### src/rtl/ma_lsu_pkg.sv
// Shared decode constants, FSM state type and store-formatting helpers for the MA-stage LSU.
package ma_lsu_pkg;

    localparam logic [6:0] OpcLoad  = 7'b0000011;
    localparam logic [6:0] OpcStore = 7'b0100011;

    localparam logic [2:0] F3Lb  = 3'b000;
    localparam logic [2:0] F3Lh  = 3'b001;
    localparam logic [2:0] F3Lw  = 3'b010;
    localparam logic [2:0] F3Lbu = 3'b100;
    localparam logic [2:0] F3Lhu = 3'b101;
    localparam logic [2:0] F3Sb  = 3'b000;
    localparam logic [2:0] F3Sh  = 3'b001;
    localparam logic [2:0] F3Sw  = 3'b010;

    typedef enum logic [1:0] {
        StIdle,
        StReq,
        StResp,
        StDone
    } lsu_state_e;

    // size is funct3[1:0]: 00 byte, 01 half, 10 word
    function automatic logic [3:0] byte_en(input logic [1:0] size, input logic [1:0] offset);
        case (size)
            2'b00:   byte_en = 4'b0001 << offset;
            2'b01:   byte_en = offset[1] ? 4'b1100 : 4'b0011;
            default: byte_en = 4'b1111;
        endcase
    endfunction

    function automatic logic [31:0] store_data(input logic [1:0] size, input logic [31:0] data);
        case (size)
            2'b00:   store_data = {4{data[7:0]}};
            2'b01:   store_data = {2{data[15:0]}};
            default: store_data = data;
        endcase
    endfunction

    function automatic logic misaligned(input logic [1:0] size, input logic [1:0] offset);
        case (size)
            2'b00:   misaligned = 1'b0;
            2'b01:   misaligned = offset[0];
            default: misaligned = (offset != 2'b00);
        endcase
    endfunction

endpackage

### src/rtl/ma_lsu_if.sv
// Data-memory request/response bus between the LSU (master) and memory (slave).
interface ma_lsu_if;

    logic        mem_req;
    logic        mem_we;
    logic [31:0] mem_addr;
    logic [3:0]  mem_be;
    logic [31:0] mem_wdata;
    logic        mem_gnt;
    logic        mem_rvalid;
    logic [31:0] mem_rdata;

    modport master (
        output mem_req, mem_we, mem_addr, mem_be, mem_wdata,
        input  mem_gnt, mem_rvalid, mem_rdata
    );

    modport slave (
        input  mem_req, mem_we, mem_addr, mem_be, mem_wdata,
        output mem_gnt, mem_rvalid, mem_rdata
    );

endinterface

### src/rtl/ma_load_align.sv
// Selects the addressed byte/half from a memory word and sign- or zero-extends it.
module ma_load_align
    import ma_lsu_pkg::*;
(
    input  logic [31:0] rdata,
    input  logic [2:0]  funct3,
    input  logic [1:0]  offset,
    output logic [31:0] result
);

    logic [7:0]  w_byte;
    logic [15:0] w_half;

    always_comb begin
        unique case (offset)
            2'd0: w_byte = rdata[7:0];
            2'd1: w_byte = rdata[15:8];
            2'd2: w_byte = rdata[23:16];
            2'd3: w_byte = rdata[31:24];
        endcase
        w_half = offset[1] ? rdata[31:16] : rdata[15:0];

        case (funct3)
            F3Lb:    result = {{24{w_byte[7]}}, w_byte};
            F3Lbu:   result = {24'h0, w_byte};
            F3Lh:    result = {{16{w_half[15]}}, w_half};
            F3Lhu:   result = {16'h0, w_half};
            default: result = rdata;
        endcase
    end

endmodule

### src/rtl/ma_lsu.sv
// MA-stage load/store unit: decodes the MA instruction, runs one memory transaction per
// access and stalls the pipeline until the access completes.
module ma_lsu
    import ma_lsu_pkg::*;
(
    input  logic        clk,
    input  logic        rst,
    input  logic        valid_m,
    input  logic [31:0] Instr_M,
    input  logic [31:0] ALU_Result_M,
    input  logic [31:0] Write_Data_M,
    output logic [31:0] Read_Data_M,
    output logic        stall_m,
    output logic        misalign_m,
    ma_lsu_if.master    mem
);

    lsu_state_e  r_state, w_state_d;
    logic        r_we;
    logic [31:0] r_addr;
    logic [3:0]  r_be;
    logic [31:0] r_wdata;
    logic [2:0]  r_funct3;
    logic [1:0]  r_offset;
    logic [31:0] r_rdata;
    logic        r_misalign;

    logic [6:0]  w_opcode;
    logic [2:0]  w_funct3;
    logic [1:0]  w_size;
    logic [1:0]  w_offset;
    logic        w_is_load;
    logic        w_is_store;
    logic        w_access;
    logic        w_misalign;
    logic        w_stall;
    logic        w_capture;
    logic        w_misalign_hit;
    logic        w_load_done;
    logic        w_req;
    logic [31:0] w_load_data;
    logic        w_unused_instr;

    assign w_opcode       = Instr_M[6:0];
    assign w_funct3       = Instr_M[14:12];
    assign w_size         = w_funct3[1:0];
    assign w_offset       = ALU_Result_M[1:0];
    assign w_unused_instr = ^{Instr_M[31:15], Instr_M[11:7]};

    always_comb begin
        w_is_load  = 1'b0;
        w_is_store = 1'b0;
        if (w_opcode == OpcLoad) begin
            w_is_load = w_funct3 inside {F3Lb, F3Lh, F3Lw, F3Lbu, F3Lhu};
        end else if (w_opcode == OpcStore) begin
            w_is_store = w_funct3 inside {F3Sb, F3Sh, F3Sw};
        end
    end

    assign w_access   = valid_m & (w_is_load | w_is_store);
    assign w_misalign = misaligned(w_size, w_offset);

    always_comb begin
        w_state_d      = r_state;
        w_stall        = 1'b0;
        w_capture      = 1'b0;
        w_misalign_hit = 1'b0;
        w_load_done    = 1'b0;
        unique case (r_state)
            StIdle: begin
                if (w_access) begin
                    if (w_misalign) begin
                        w_misalign_hit = 1'b1;
                    end else begin
                        w_stall   = 1'b1;
                        w_capture = 1'b1;
                        w_state_d = StReq;
                    end
                end
            end
            StReq: begin
                w_stall = 1'b1;
                if (mem.mem_gnt) begin
                    w_state_d = r_we ? StDone : StResp;
                end
            end
            StResp: begin
                w_stall = 1'b1;
                if (mem.mem_rvalid) begin
                    w_load_done = 1'b1;
                    w_state_d   = StDone;
                end
            end
            // The finished instruction leaves MA on this edge; never re-decode it here.
            StDone: begin
                w_state_d = StIdle;
            end
            default: begin
                w_state_d = StIdle;
            end
        endcase
    end

    always_ff @(posedge clk) begin
        if (rst) begin
            r_state    <= StIdle;
            r_we       <= 1'b0;
            r_addr     <= 32'h0;
            r_be       <= 4'h0;
            r_wdata    <= 32'h0;
            r_funct3   <= 3'h0;
            r_offset   <= 2'h0;
            r_rdata    <= 32'h0;
            r_misalign <= 1'b0;
        end else begin
            r_state    <= w_state_d;
            r_misalign <= w_misalign_hit;
            if (w_misalign_hit) begin
                r_rdata <= 32'h0;
            end else if (w_load_done) begin
                r_rdata <= w_load_data;
            end
            if (w_capture) begin
                r_we     <= w_is_store;
                r_addr   <= {ALU_Result_M[31:2], 2'b00};
                r_be     <= byte_en(w_size, w_offset);
                r_wdata  <= store_data(w_size, Write_Data_M);
                r_funct3 <= w_funct3;
                r_offset <= w_offset;
            end
        end
    end

    ma_load_align u_load_align (
        .rdata  (mem.mem_rdata),
        .funct3 (r_funct3),
        .offset (r_offset),
        .result (w_load_data)
    );

    assign w_req         = (r_state == StReq);
    assign mem.mem_req   = w_req;
    assign mem.mem_we    = w_req & r_we;
    assign mem.mem_addr  = r_addr;
    assign mem.mem_be    = r_be;
    assign mem.mem_wdata = r_wdata;

    assign Read_Data_M = r_rdata;
    assign stall_m     = w_stall;
    assign misalign_m  = r_misalign;

endmodule

### src/flat_wrapper.sv
// flat-port wrapper written by rule: the top's interface ports become plain ports
module ma_lsu_flat import ma_lsu_pkg::*;
  (clk, rst, valid_m, Instr_M, ALU_Result_M, Write_Data_M, Read_Data_M, stall_m, misalign_m, mem_mem_req, mem_mem_we, mem_mem_addr, mem_mem_be, mem_mem_wdata, mem_mem_gnt, mem_mem_rvalid, mem_mem_rdata);
  ma_lsu_if mem_i ();
  input  logic clk;
  input  logic rst;
  input  logic valid_m;
  input  logic [31:0] Instr_M;
  input  logic [31:0] ALU_Result_M;
  input  logic [31:0] Write_Data_M;
  output logic [31:0] Read_Data_M;
  output logic stall_m;
  output logic misalign_m;
  output wire logic [$bits(mem_i.mem_req)-1:0] mem_mem_req;
  output wire logic [$bits(mem_i.mem_we)-1:0] mem_mem_we;
  output wire logic [$bits(mem_i.mem_addr)-1:0] mem_mem_addr;
  output wire logic [$bits(mem_i.mem_be)-1:0] mem_mem_be;
  output wire logic [$bits(mem_i.mem_wdata)-1:0] mem_mem_wdata;
  input wire logic [$bits(mem_i.mem_gnt)-1:0] mem_mem_gnt;
  input wire logic [$bits(mem_i.mem_rvalid)-1:0] mem_mem_rvalid;
  input wire logic [$bits(mem_i.mem_rdata)-1:0] mem_mem_rdata;
  assign mem_mem_req = mem_i.mem_req;
  assign mem_mem_we = mem_i.mem_we;
  assign mem_mem_addr = mem_i.mem_addr;
  assign mem_mem_be = mem_i.mem_be;
  assign mem_mem_wdata = mem_i.mem_wdata;
  assign mem_i.mem_gnt = mem_mem_gnt;
  assign mem_i.mem_rvalid = mem_mem_rvalid;
  assign mem_i.mem_rdata = mem_mem_rdata;
  ma_lsu u_core (.clk(clk), .rst(rst), .valid_m(valid_m), .Instr_M(Instr_M), .ALU_Result_M(ALU_Result_M), .Write_Data_M(Write_Data_M), .Read_Data_M(Read_Data_M), .stall_m(stall_m), .misalign_m(misalign_m), .mem(mem_i));
endmodule
### config.mk
export PLATFORM = sky130hd
export DESIGN_NAME = ma_lsu_flat
export DESIGN_NICKNAME = d
export VERILOG_FILES = /design/src/rtl/ma_lsu_pkg.sv /design/src/rtl/ma_lsu_if.sv /design/src/rtl/ma_load_align.sv /design/src/rtl/ma_lsu.sv /design/src/flat_wrapper.sv
export SDC_FILE = /design/constraint.sdc
export NUM_CORES = 1
export LEC_CHECK = 0
export BUFFER_PORTS_ARGS = -buffer_cell sky130_fd_sc_hd__buf_2
export CORE_UTILIZATION = 32
export CTS_BUF_LIST = sky130_fd_sc_hd__clkbuf_8
export CTS_CLUSTER_DIAMETER = 40
export CTS_CLUSTER_SIZE = 20
export DETAILED_ROUTE_END_ITERATION = 7
export GPL_TIMING_DRIVEN = 0
export PLACE_DENSITY = 0.66
export SLEW_MARGIN = 15
export SYNTH_ARGS = -nofsm -noshare
export SYNTH_HDL_FRONTEND = slang
export SYNTH_SLANG_ARGS = --single-unit
### constraint.sdc
create_clock -name clk -period 2.4 [get_ports clk]
set_input_delay 0.12 -clock clk [delete_from_list [all_inputs] [get_ports clk]]
set_output_delay 0.12 -clock clk [all_outputs]
set_load 0.03 [all_outputs]
==> results.md <==
- DRC violations left: 0
- Cell leakage power: 3.00 nW
- DP HPWL: 15000 um
- Result of the run: completed
- Wirelength per Cell: 17.9 um
- Number of warnings reported in the yosys synthesis log: 0
- Via Count: 6048
- Number of hold-slack violations in the final timing report: 0
- Period utilisation layout: 93.1%
- Area share of the largest cell type after synthesis: 39.7%
- Final-report max-slew violation count: 0
- Worst-Margin Slew: 0.911 ns
- Unrepaired setup endpoints after global routing: false
- Root buffer cell: sky130_fd_sc_hd__clkbuf_8
- Internal Dissipation: 2.46 mW
- Num CTS Buffers: 9
- Initial antenna violation count: 0
- Critical path endpoint category: register
- Fmax: 447 MHz
- Routed wire length: 19900 um
- Longest Clk Path Bufs: 2
- Switching power as a share of total power: 28.6%
- Global-route usage over all layers: 22.7%
- Placer congestion estimate: 0.884
- Net count of the finished layout: 1027
- Later-pin clock latency in the skew report: 0.39 ns
- Count of nets left with antenna violations after detail routing: 0
- Average cell area after synthesis: 8.50 um2
- Top-level I/O count: 237
- Type of element launching the critical path: register
- Die area: 17400 um2
- Number of library cell types mapped by synthesis: 45
- Vias in the first global route: 5717
- CTS H-tree lvls: 3
- TritonCTS clock tree: built
- Largest clock skew in the final design: 0.0128 ns
- Number of maximum-capacitance constraint violations: 0
- Total power per unit cell area: 476 nW/um2
- Starting density of the core: 32.6%
- Maximum fanout along the worst path: 10
- Sequential cell fraction of total power: 51.9%
- Share of async-settable or async-resettable flops after synthesis: 0%
- Min-delay worst type: in2reg
- Fillcell total: 1714
- Port bufs: 212
- Dominant register cell in the synthesized netlist: sky130_fd_sc_hd__dfxtp_1
- Setup TNS: 0 ns
- Vias per cell: 5.43
- Count of clock tree sinks: 107
- Area of the mapped netlist: 5390 um2
- Flip-flop and latch count after synthesis: 107
- Placed cell count: 1067
- Die span in x: 132 um
- Footprint of the multi-input gates: 2860 um2
- Drt pass-1 iters: 5
- Final hold slack: 0.0210 ns
- Most frequently used cell type in the post-synthesis netlist: sky130_fd_sc_hd__dfxtp_1
- Core Footprint: 16500 um2
- Clock slew at reported path FFs: 0.11 ns
- Number of placement rows: 47
- Data required time of the critical path: 2.71 ns
- Register area share after synthesis: 39.7%
- Classification of the worst setup path: reg2reg
- Ratio of cells with drive above 1 in the final layout: 31.9%
- Leading cell types by total area after synthesis: sky130_fd_sc_hd__dfxtp_1 (40%), sky130_fd_sc_hd__o31ai_1 (7.2%), sky130_fd_sc_hd__a21oi_1 (6.2%)
- Sequential cell area: 2140 um2
- Post-synth EDFFs: 0
- Global-route wire length before repair: 31200 um
- Antenna diode count: 0
- Post-route cell area: 7240 um2
- Headroom to the max-slew limit: 39.0%
- Final instance count without filler cells: 1114
- GRT overflow: 0
- Leading area contributor after synthesis: sky130_fd_sc_hd__dfxtp_1
- Largest net degree at the start of global routing: 18
- Data arrival, critical path: 2.55 ns
- Area growth from synthesis to final layout: 34.4%
- Clk network pwr share: 32.8%
- Starting DRT DRC Count: 340
- Commonest cells in the netlist: sky130_fd_sc_hd__dfxtp_1 (107), sky130_fd_sc_hd__a21oi_1 (67), sky130_fd_sc_hd__nand4_1 (52), sky130_fd_sc_hd__o31ai_1 (52), sky130_fd_sc_hd__nand2_1 (45)
- Die Span Y: 132 um
- Power dissipated by switching net loads: 0.985 mW
- Placed instance area: 6730 um2
- Final Critical Period: 2.23 ns
- Peak ir drop on the vdd network: 436 uV
- Final setup violation count: 0
- Cells after Synth: 634
- Post-route total power: 3.44 mW
- Combinational power share: 15.4%
[worst max-delay path, stage by stage, from the launching register on]
cell and delay [ns]:
sky130_fd_sc_hd__dfxtp_1 0.35, sky130_fd_sc_hd__inv_1 0.15, sky130_fd_sc_hd__ha_1 0.16, sky130_fd_sc_hd__clkbuf_1 0.29, sky130_fd_sc_hd__and4_1 0.26, sky130_fd_sc_hd__buf_2 0.21
sky130_fd_sc_hd__clkbuf_1 0.39, sky130_fd_sc_hd__nand4_1 0.14, sky130_fd_sc_hd__a21oi_1 0.20
[area by class of cell]
type / instances / area share (%)
Tap cell: 220 / 3.80
Clock inverter: 7 / 0.968
Buffer: 76 / 4.75
Multi-Input combinational cell: 437 / 39.4
Timing Repair Buffer: 244 / 19.0
Sequential cell: 107 / 29.6
Inverter: 14 / 0.726
Clock buffer: 9 / 1.71
[power by group through the flow]
stage               combinational, mW  clock [mW]  sequential (mW)
floorplan                       0.257           0             1.83
global placement                0.482           0             1.83
detailed placement              0.481           0             1.83
CTS                             0.522        1.17             1.79
global route                    0.570        1.24             1.79
finish                          0.530        1.13             1.79
[per-stage QoR]
stage                     setup WS (ns)  util, %
after CTS                        0.0572     43.8
final                             0.165     43.8
after detailed placement        0.00107     40.7
after global routing          0.0000389     43.8
after global placement           0.0141     40.7
after floorplan                   0.527        -
[logic make-up (layout without fill, tap and decap cells)]
| group | count (synthesis) | count (layout) | share of synthesized area, % |
|---|---|---|---|
| fa+ha+maj | 5 | 5 | 1.16 |
| flops | 107 | 107 | 39.7 |
| mux | 34 | 34 | 6.73 |
| compound gates | 231 | 231 | 28.4 |
| other cells | 1 | 2 | 0.0696 |
| buf+inv | 91 | 350 | 7.38 |
| simple gates | 165 | 165 | 16.5 |
[timing repair]
item                                    4_1_cts  5_1_grt
endpoints found under the hold margin        31        0
resized for setup                             1        3
hold buffers                                 31        0
endpoints found under the setup margin        1       81
buffers inserted                              0        1
pin swaps                                     0        1
[path summary, 6_finish.rpt]
kind / startpoint / end / slack [ns] / depth (start not counted)
setup / recovery: u_core.r_state[0] / u_core.mem.mem_addr[22] / 0.17 / 8
hold / removal: mem_mem_rdata[21] / u_core.Read_Data_M[21] / 0.02 / 3
setup reg to reg: u_core.r_state[0] / u_core.mem.mem_addr[22] / 0.17 / 8
hold reg to reg: u_core.mem.mem_wdata[24] / u_core.mem.mem_wdata[24] / 0.47 / 2
[flip-flops by register name, indices dropped and copies added (netlist names)]
register and flops:
u_core.mem.mem_wdata 32, u_core.misalign_m 1, u_core.r_funct3 3, u_core.Read_Data_M 32
u_core.mem.mem_addr 30, u_core.r_state 2, u_core.mem.mem_be 4, u_core.r_offset 2
u_core.r_we 1
[placed cells by master, fill, tap and decap left out, types with 9 or more instances in the layout]
master	count
sky130_fd_sc_hd__nand3_1	20
sky130_fd_sc_hd__inv_1	15
sky130_fd_sc_hd__nand2_1	44
sky130_fd_sc_hd__dfxtp_1	107
sky130_fd_sc_hd__and2_1	9
sky130_fd_sc_hd__o21ai_0	18
sky130_fd_sc_hd__mux2i_1	25
sky130_fd_sc_hd__dlygate4sd3_1	31
sky130_fd_sc_hd__nand4_1	52
sky130_fd_sc_hd__a31oi_1	37
sky130_fd_sc_hd__o31ai_1	52
sky130_fd_sc_hd__a21oi_1	67
sky130_fd_sc_hd__a211oi_1	17
sky130_fd_sc_hd__clkbuf_1	41
sky130_fd_sc_hd__nor3_1	10
sky130_fd_sc_hd__clkbuf_8	9
sky130_fd_sc_hd__nor2_1	13
sky130_fd_sc_hd__a311oi_1	11
sky130_fd_sc_hd__buf_2	236
[metal layers]
layer	vias up	wire length [um]	part of all wire, %	GRT usage, %
met4	0	540	2.7	6.85
met1	2802	8630	43	28.4
met2	291	8980	45	36.8
li1	2916	-	-	-
met3	39	1790	9.0	7.57
met5	-	0	0	0
Power figures use the tool's default switching activity.
